`src/rtl/param_phase_ctrl_if.sv`:
```
`default_nettype none
// +----------------------------------------------------------------------------+
// | param_phase_ctrl_if : request/grant bus of the round-robin dwell arbiter  |
// | Revision: 1.0                                                            |
// +----------------------------------------------------------------------------+
interface param_phase_ctrl_if #(
    parameter int NCH = 4,
    parameter int CW  = 4
);
    localparam int PW = (NCH > 2) ? $clog2(NCH) : 1;

    logic           clr;
    logic           en;
    logic           hold;
    logic [NCH-1:0] req;
    logic [NCH-1:0] gnt;
    logic [PW-1:0]  phase;
    logic [CW-1:0]  cnt;
    logic           wrap;

    modport master (
        output clr, en, hold, req,
        input  gnt, phase, cnt, wrap
    );

    modport slave (
        input  clr, en, hold, req,
        output gnt, phase, cnt, wrap
    );
endinterface
`default_nettype wire

```
`src/rtl/param_phase_ctrl.sv`:
```
`default_nettype none
// +----------------------------------------------------------------------------+
// | param_phase_ctrl : round-robin arbiter with fixed-length dwell and gap    |
// | Revision: 1.0                                                            |
// +----------------------------------------------------------------------------+
module param_phase_ctrl #(
    parameter int NCH   = 4,
    parameter int CW    = 4,
    parameter int DWELL = 5
) (
    input  wire logic         ck_i,
    input  wire logic         rst_i,
    param_phase_ctrl_if.slave bus
);
    localparam int             PW       = (NCH > 2) ? $clog2(NCH) : 1;
    localparam logic [PW:0]    NCH_W    = (PW+1)'(NCH);
    localparam logic [PW-1:0]  LAST_IDX = PW'(NCH - 1);
    localparam logic [CW-1:0]  CNT_LAST = CW'(DWELL - 1);
    localparam logic [NCH-1:0] ONE_HOT0 = NCH'(1);

    typedef enum logic [1:0] {
        S_IDLE  = 2'd0,
        S_DWELL = 2'd1,
        S_GAP   = 2'd2
    } state_t;

    state_t         state_q;
    logic [NCH-1:0] gnt_q;
    logic [PW-1:0]  phase_q;
    logic [CW-1:0]  cnt_q;
    logic           wrap_q;
    logic [PW-1:0]  gidx_q;

    logic           sel_vld_d;
    logic [PW-1:0]  sel_idx_d;
    logic [NCH-1:0] sel_oh_d;
    logic [PW:0]    arb_sum_d;
    logic [PW-1:0]  phase_d;
    logic           dwell_end_d;

    // Scan from the highest offset down so the channel closest to phase_q wins.
    always_comb begin
        sel_vld_d = 1'b0;
        sel_idx_d = '0;
        arb_sum_d = '0;
        for (int i = NCH - 1; i >= 0; i--) begin
            arb_sum_d = {1'b0, phase_q} + (PW+1)'(i);
            if (arb_sum_d >= NCH_W) begin
                arb_sum_d = arb_sum_d - NCH_W;
            end
            if (bus.req[arb_sum_d[PW-1:0]]) begin
                sel_vld_d = 1'b1;
                sel_idx_d = arb_sum_d[PW-1:0];
            end
        end
    end

    assign sel_oh_d    = ONE_HOT0 << sel_idx_d;
    assign phase_d     = (gidx_q == LAST_IDX) ? '0 : gidx_q + PW'(1);
    // A dropped request ends the grant even while HOLD freezes the counter.
    assign dwell_end_d = !bus.req[gidx_q] || (!bus.hold && (cnt_q == CNT_LAST));

    always_ff @(posedge ck_i or posedge rst_i) begin
        if (rst_i) begin
            state_q <= S_IDLE;
            gnt_q   <= '0;
            phase_q <= '0;
            cnt_q   <= '0;
            wrap_q  <= 1'b0;
            gidx_q  <= '0;
        end else if (bus.clr) begin
            state_q <= S_IDLE;
            gnt_q   <= '0;
            phase_q <= '0;
            cnt_q   <= '0;
            wrap_q  <= 1'b0;
            gidx_q  <= '0;
        end else begin
            case (state_q)
                S_IDLE, S_GAP: begin
                    wrap_q <= 1'b0;
                    cnt_q  <= '0;
                    if (bus.en && sel_vld_d) begin
                        state_q <= S_DWELL;
                        gnt_q   <= sel_oh_d;
                        gidx_q  <= sel_idx_d;
                    end else begin
                        state_q <= S_IDLE;
                        gnt_q   <= '0;
                    end
                end
                S_DWELL: begin
                    if (dwell_end_d) begin
                        state_q <= S_GAP;
                        gnt_q   <= '0;
                        cnt_q   <= '0;
                        phase_q <= phase_d;
                        wrap_q  <= (gidx_q == LAST_IDX);
                    end else if (!bus.hold) begin
                        cnt_q <= cnt_q + CW'(1);
                    end
                end
                default: begin
                    state_q <= S_IDLE;
                    gnt_q   <= '0;
                    cnt_q   <= '0;
                    wrap_q  <= 1'b0;
                end
            endcase
        end
    end

    assign bus.gnt   = gnt_q;
    assign bus.phase = phase_q;
    assign bus.cnt   = cnt_q;
    assign bus.wrap  = wrap_q;
endmodule
`default_nettype wire
```
`src/flat_wrapper.sv`:
```
// flat-port wrapper written by rule: the top's interface ports become plain ports
module param_phase_ctrl_flat 
#(
    parameter int NCH   = 4,
    parameter int CW    = 4,
    parameter int DWELL = 5
)
  (ck_i, rst_i, bus_clr, bus_en, bus_hold, bus_req, bus_gnt, bus_phase, bus_cnt, bus_wrap);
  param_phase_ctrl_if #(.NCH(NCH), .CW(CW)) bus_i ();
  input  wire logic ck_i;
  input  wire logic rst_i;
  input wire logic [$bits(bus_i.clr)-1:0] bus_clr;
  input wire logic [$bits(bus_i.en)-1:0] bus_en;
  input wire logic [$bits(bus_i.hold)-1:0] bus_hold;
  input wire logic [$bits(bus_i.req)-1:0] bus_req;
  output wire logic [$bits(bus_i.gnt)-1:0] bus_gnt;
  output wire logic [$bits(bus_i.phase)-1:0] bus_phase;
  output wire logic [$bits(bus_i.cnt)-1:0] bus_cnt;
  output wire logic [$bits(bus_i.wrap)-1:0] bus_wrap;
  assign bus_i.clr = bus_clr;
  assign bus_i.en = bus_en;
  assign bus_i.hold = bus_hold;
  assign bus_i.req = bus_req;
  assign bus_gnt = bus_i.gnt;
  assign bus_phase = bus_i.phase;
  assign bus_cnt = bus_i.cnt;
  assign bus_wrap = bus_i.wrap;
  param_phase_ctrl #(.NCH(NCH), .CW(CW), .DWELL(DWELL)) u_core (.ck_i(ck_i), .rst_i(rst_i), .bus(bus_i));
endmodule
```
`config.mk`:
```
export PLATFORM = sky130hd
export DESIGN_NAME = param_phase_ctrl_flat
export DESIGN_NICKNAME = d
export VERILOG_FILES = /design/src/rtl/param_phase_ctrl_if.sv /design/src/rtl/param_phase_ctrl.sv /design/src/flat_wrapper.sv
export SDC_FILE = /design/constraint.sdc
export NUM_CORES = 1
export LEC_CHECK = 0
export BUFFER_PORTS_ARGS = -buffer_cell sky130_fd_sc_hd__buf_2
export CORE_MARGIN = 5
export CORE_UTILIZATION = 45
export DETAILED_ROUTE_END_ITERATION = 8
export PLACE_DENSITY_LB_ADDON = 0.05
export SETUP_SLACK_MARGIN = 0.1
export SLEW_MARGIN = 10
export SYNTH_ARGS = -nofsm -noshare
export SYNTH_HDL_FRONTEND = slang
export SYNTH_SLANG_ARGS = --single-unit
```
`constraint.sdc`:
```
create_clock -name ck_i -period 2.5 [get_ports ck_i]
set_clock_uncertainty 0.2 [all_clocks]
set_input_delay 0.25 -clock ck_i [delete_from_list [all_inputs] [get_ports ck_i]]
set_output_delay 0.25 -clock ck_i [all_outputs]
set_load 0.005 [all_outputs]
```
; ---- After elaboration in Yosys (flattened, before gate mapping)
; Cells that the tools add are included.
[totals]
regBits = 15
inputBits = 9
output_inout_bits = 11
elab_cells = 88
[classes]
add_sub_neg = 9
n_lt_le_gt_ge = 9
n_eq_ne = 6
n_shift = 1
mux = 44
n_reduce_logical = 13
[op_table]
columns = op, count
row1 = two-way mux 2 bit, 17
row2 = two-way mux 4 bit, 7
row3 = "less-than comparator 2 x 3 -> 1 bit, second input constant", 5
row4 = two-way mux 1 bit, 13
row5 = binary-select mux 1 bit (select 2 bit), 5
row6 = "greater-or-equal comparator 3 bit, second input constant", 3
row7 = one-hot mux 4 bit (2 select lines), 1
row8 = nonzero test 2 bit, 4
row9 = "subtractor 2 x 1 -> 2 bit, second input constant", 4
row10 = "adder 2 x 2 -> 3 bit, second input constant", 2
row11 = "adder 4 x 1 -> 4 bit, second input constant", 1
row12 = "== test 2 bit, second input constant", 2
row13 = "== test 4 x 3 -> 1 bit, second input constant", 1
row14 = "!= test 4 x 3 -> 1 bit, second input constant", 1
row15 = one-hot mux 2 bit (2 select lines), 1
row16 = AND reduction 2 bit, 2
row17 = "left shift 1 x 2 -> 4 bit, first input constant", 1
row18 = "adder 2 x 1 -> 3 bit, second input constant", 1
row19 = "greater-or-equal comparator 2 x 3 -> 1 bit, second input constant", 1
row20 = "!= test 3 x 2 -> 1 bit, second input constant", 1
row21 = "adder 2 x 1 -> 2 bit, second input constant", 1
row22 = "== test 2 x 1 -> 1 bit, second input constant", 1
row23 = logical AND 1 bit, 2
row24 = zero test 1 bit, 2
row25 = 3 further kinds, 3

; ---- Longest topological paths before layout
[depth]
word_depth = 13
mapped_depth = 6
ltp_nobuf = 6

; ---- Worst setup path after synthesis
; No wires, ideal clock.
[synth_path]
kind = register -> register
start = register u_core.gidx_q[1]
end = register u_core.gnt_q[0] (netlist: u_core.bus.gnt[0])
setup_time_ns = 0.122
arrival_ns = 1.302
required_ns = 2.178
setup_slack_ns = 0.877
path_stages_with_launch = 5
path_buffers = 0
period_less_slack_ns = 1.623
cell_sequence = dfrtp_1 > mux4_2 > nand2_1 > nor2_1 > a32o_1
[synth_via]
elab_chain_len = 5
[synth_lines]
columns = element, line
row1 = from (decl), param_phase_ctrl.sv:32  ; logic [PW-1:0] gidx_q;
row2 = from (signal assigned), param_phase_ctrl.sv:86  ; gidx_q <= sel_idx_d;
row3 = binary-select mux 1 bit (select 2 bit), param_phase_ctrl.sv:61  ; assign dwell_end_d = !bus.req[gidx_q] || (!bus.hold && (cnt_q == CNT_LAST));
row4 = two-way mux 1 bit (not written as such), param_phase_ctrl.sv:61
row5 = zero test 1 bit, param_phase_ctrl.sv:61
row6 = logical OR 1 bit, param_phase_ctrl.sv:61
row7 = != test 3 x 2 -> 1 bit (no line), n/a
row8 = to (signal assigned), param_phase_ctrl.sv:85  ; gnt_q <= sel_oh_d;
row9 = to (decl), param_phase_ctrl.sv:28  ; logic [NCH-1:0] gnt_q;
; No other way between the ends. The select of a mux whose other input is x is not followed.
; A chain may end at the register's enable or synchronous reset.

; ---- Final worst setup path
[layout_path]
start = input bus_clr
end = register u_core.cnt_q[1] (netlist: u_core.bus.cnt[1])
[layout_via]
elab_chain_len = 1
word_cells_on_any_way = 2
classes_between = eq/ne (1) / mux (1)
[layout_lines]
columns = element, line
row1 = from (decl), flat_wrapper.sv:12  ; input wire logic [$bits(bus_i.clr)-1:0] bus_clr;
row2 = != test 4 x 3 -> 1 bit (no line) or two-way mux 4 bit (tied branches), n/a
row3 = to (signal assigned), param_phase_ctrl.sv:100  ; cnt_q <= cnt_q + CW'(1);
row4 = to (decl), param_phase_ctrl.sv:30  ; logic [CW-1:0] cnt_q;
; Several ways; a longest one is shown, not always the timed one.

==> results.tsv <==
metric	value	unit
via_count	644	
clk_pin_slew	0.09	ns
tightest_slew	0.5601	ns
crit_type	input pin to register	
mappedNetlistArea	843.3	um^2
drt_iter0_markers	11	
seq_area_frac_synth	0.4451	
min_period	1.735	ns
antenna_cells	0	
drive_gt1_frac	0.3366	
avgSynthCellArea	11.10	um^2
grt_max_degree	16	
synthTopCellsByCount	15 x dfrtp_1, 11 x nor2_1, 5 x inv_1	
tns	0	ns
slowest_delay	0.53	ns
status	finished, final reports clean	
initial_utilization	0.4832	
setup_violations	0	
synth_edf_count	0	
rsz0062_at_grt	false	
worstPathCellList	dlygate4sd3_1, buf_2, or2_2, or2_2, nor2_1	
hp-class	input pin to register	
drc_errors	0	
grt_pass1_vias	663	
start_kind	input pin	
synthTopCellsByArea	dfrtp_1 45%, nor2_1 4.9%, a32o_1 4.7%	
yosys.area.top_type	dfrtp_1	
drv_slew	0	
yosysWarnings	0	
cap_violations	0	
cp_common_cell	or2_2	
power_leakage	0.0004809	uW
cts_root_buf	clkbuf_4	
synthFlopType	dfrtp_1	
grt_pass1_wl	2953	um
ir_drop	0.3483	mV
rows	15	
power_density	462.1	nW/um^2
final_cell_area	1017	um^2
nNetsFinal	114	
clock_path_buffers	2	
path_buf_inv	2	
utilization	0.5828	
cts_tree	built	
track_usage	0.1471	
min_period_over_period	0.6939	
ys_ff_latch	15	
cts_sinks	15	
max-slew-margin-rel	0.6262	
synth_cells	76	
antenna_found_initial	0	
synth_nets	88	
crit_family	simple AND/OR/NAND/NOR gates	
viasPerCell	5.111	
dp_hpwl	1298	um
arrival	1.75	ns
die_h	53.29	um
placed_area	969.7	um^2
coreArea	1745	um^2
die_w	53.29	um
cts_made_buffers	3	
critical-path-slowest-cell	dlygate4sd3_1	
postRouteAntennaNets	0	
insertion_delay	0.28	ns
detail_route.first_pass.iterations	4	
dieArea	2840	um^2
wl_per_cell	13.08	um
hold_viol	0	
synth_top_area_share	0.4451	
crit_fanout	7	
worstPathRequired	2.52	ns
wl	1648	um
async_flop_share	1.000	
gp_congestion	0.7580	
overflow	0	
ctsResizeCount	0	
port_buffers	19	
htreeDepth	1	
yosysUniqueCellTypes	30	
syn_to_final_growth	20.62	%
endpoint_kind	register	
io_pins	20	
yosysMostFrequentCell	dfrtp_1	
fmax	0.5765	GHz
## layout by cell type, fill, tap and decap left out, types with 2 or more instances in the layout
cell type      instances
buf_2                 19
dfrtp_1               15
nor2_1                11
inv_1                  5
nand2_1                4
a32o_1                 4
mux2i_1                4
or2_2                  3
a21oi_1                3
ha_1                   3
clkbuf_4               3
nor2b_1                2
o21ai_0                2
xor2_1                 2
dlygate4sd3_1          2
## worst paths after layout
check / from / to / slack (ns) / cells after the start
max: bus_clr / u_core.bus.cnt[1] / 0.77 / 5
min: bus_hold / u_core.bus.cnt[0] / 0.10 / 3
max reg2reg: u_core.gidx_q[1] / u_core.bus.gnt[3] / 0.80 / 4
min reg2reg: u_core.bus.gnt[3] / u_core.bus.gnt[3] / 0.31 / 1
min in group asynchronous: rst_i / u_core.bus.gnt[2] / 0.35 / 3
max in group asynchronous: rst_i / u_core.bus.cnt[2] / 1.38 / 3
## routing by layer
metal / GRT usage / vias to the layer above / wire length [um]
met5: 0 / - / 0
met4: 0.03830 / 0 / 14
met3: 0.05915 / 2 / 69
met2: 0.2102 / 14 / 738
met1: 0.2024 / 301 / 826
li1: - / 327 / -
## cell type report
type / instances / area (um^2)
repair buffers: 21 / 115.1
well taps: 25 / 31.28
flip-flops and latches: 15 / 375.4
clock inverters: 1 / 5.005
clock buffers: 3 / 22.52
fillers: 155 / 728.2
inverters: 5 / 18.77
multi-input cells: 56 / 449.2
## through the flow
step	hold WS, ns	total power, uW	std cells	setup WS [ns]
floorplan	-0.04852	311.8	76	0.8769
global placement	0.1275	338.3	120	0.8068
detailed placement	0.1378	338.7	120	0.8059
CTS	0.08968	479.2	126	0.7670
global route	0.1239	501.0	126	0.6886
finish	0.1016	470.1	126	0.7653
## repair_timing
item | CTS | global route
hold buffers | 2 | 0
endpoints found under the hold margin | 17 | 0
buffers inserted | 0 | 0
## power by group
group	total, uW	switching (uW)	internal [uW]
registers	257	6.55	250
logic	78.9	42.8	36.1
clock network	134	74.8	59.4
## cell families (layout without fill, tap and decap cells)
group                      after synthesis  after routing  share of synthesized area
DFF                                     15             15                     0.4451
and+or+nand+nor                         30             30                     0.2285
muxes                                    5              5                    0.07418
buffers and inverters                    5             30                    0.02226
AOI/OAI and AO/OA                       15             15                     0.1543
adders and majority gates                3              3                    0.04452
xor gates and xnor gates                 3              3                    0.03116
## state kept, by name, indices dropped and copies added (netlist names)
| signal | flops |
|---|---|
| u_core.state_q | 2 |
| u_core.bus.gnt | 4 |
| u_core.bus.phase | 2 |
| u_core.bus.wrap | 1 |
| u_core.bus.cnt | 4 |
| u_core.gidx_q | 2 |
## worst min-delay path: stages
cell and delay, ns:
buf_2 0.14, xor2_1 0.08, nor2_1 0.08
No activity file was read; power rests on OpenSTA's default activity.
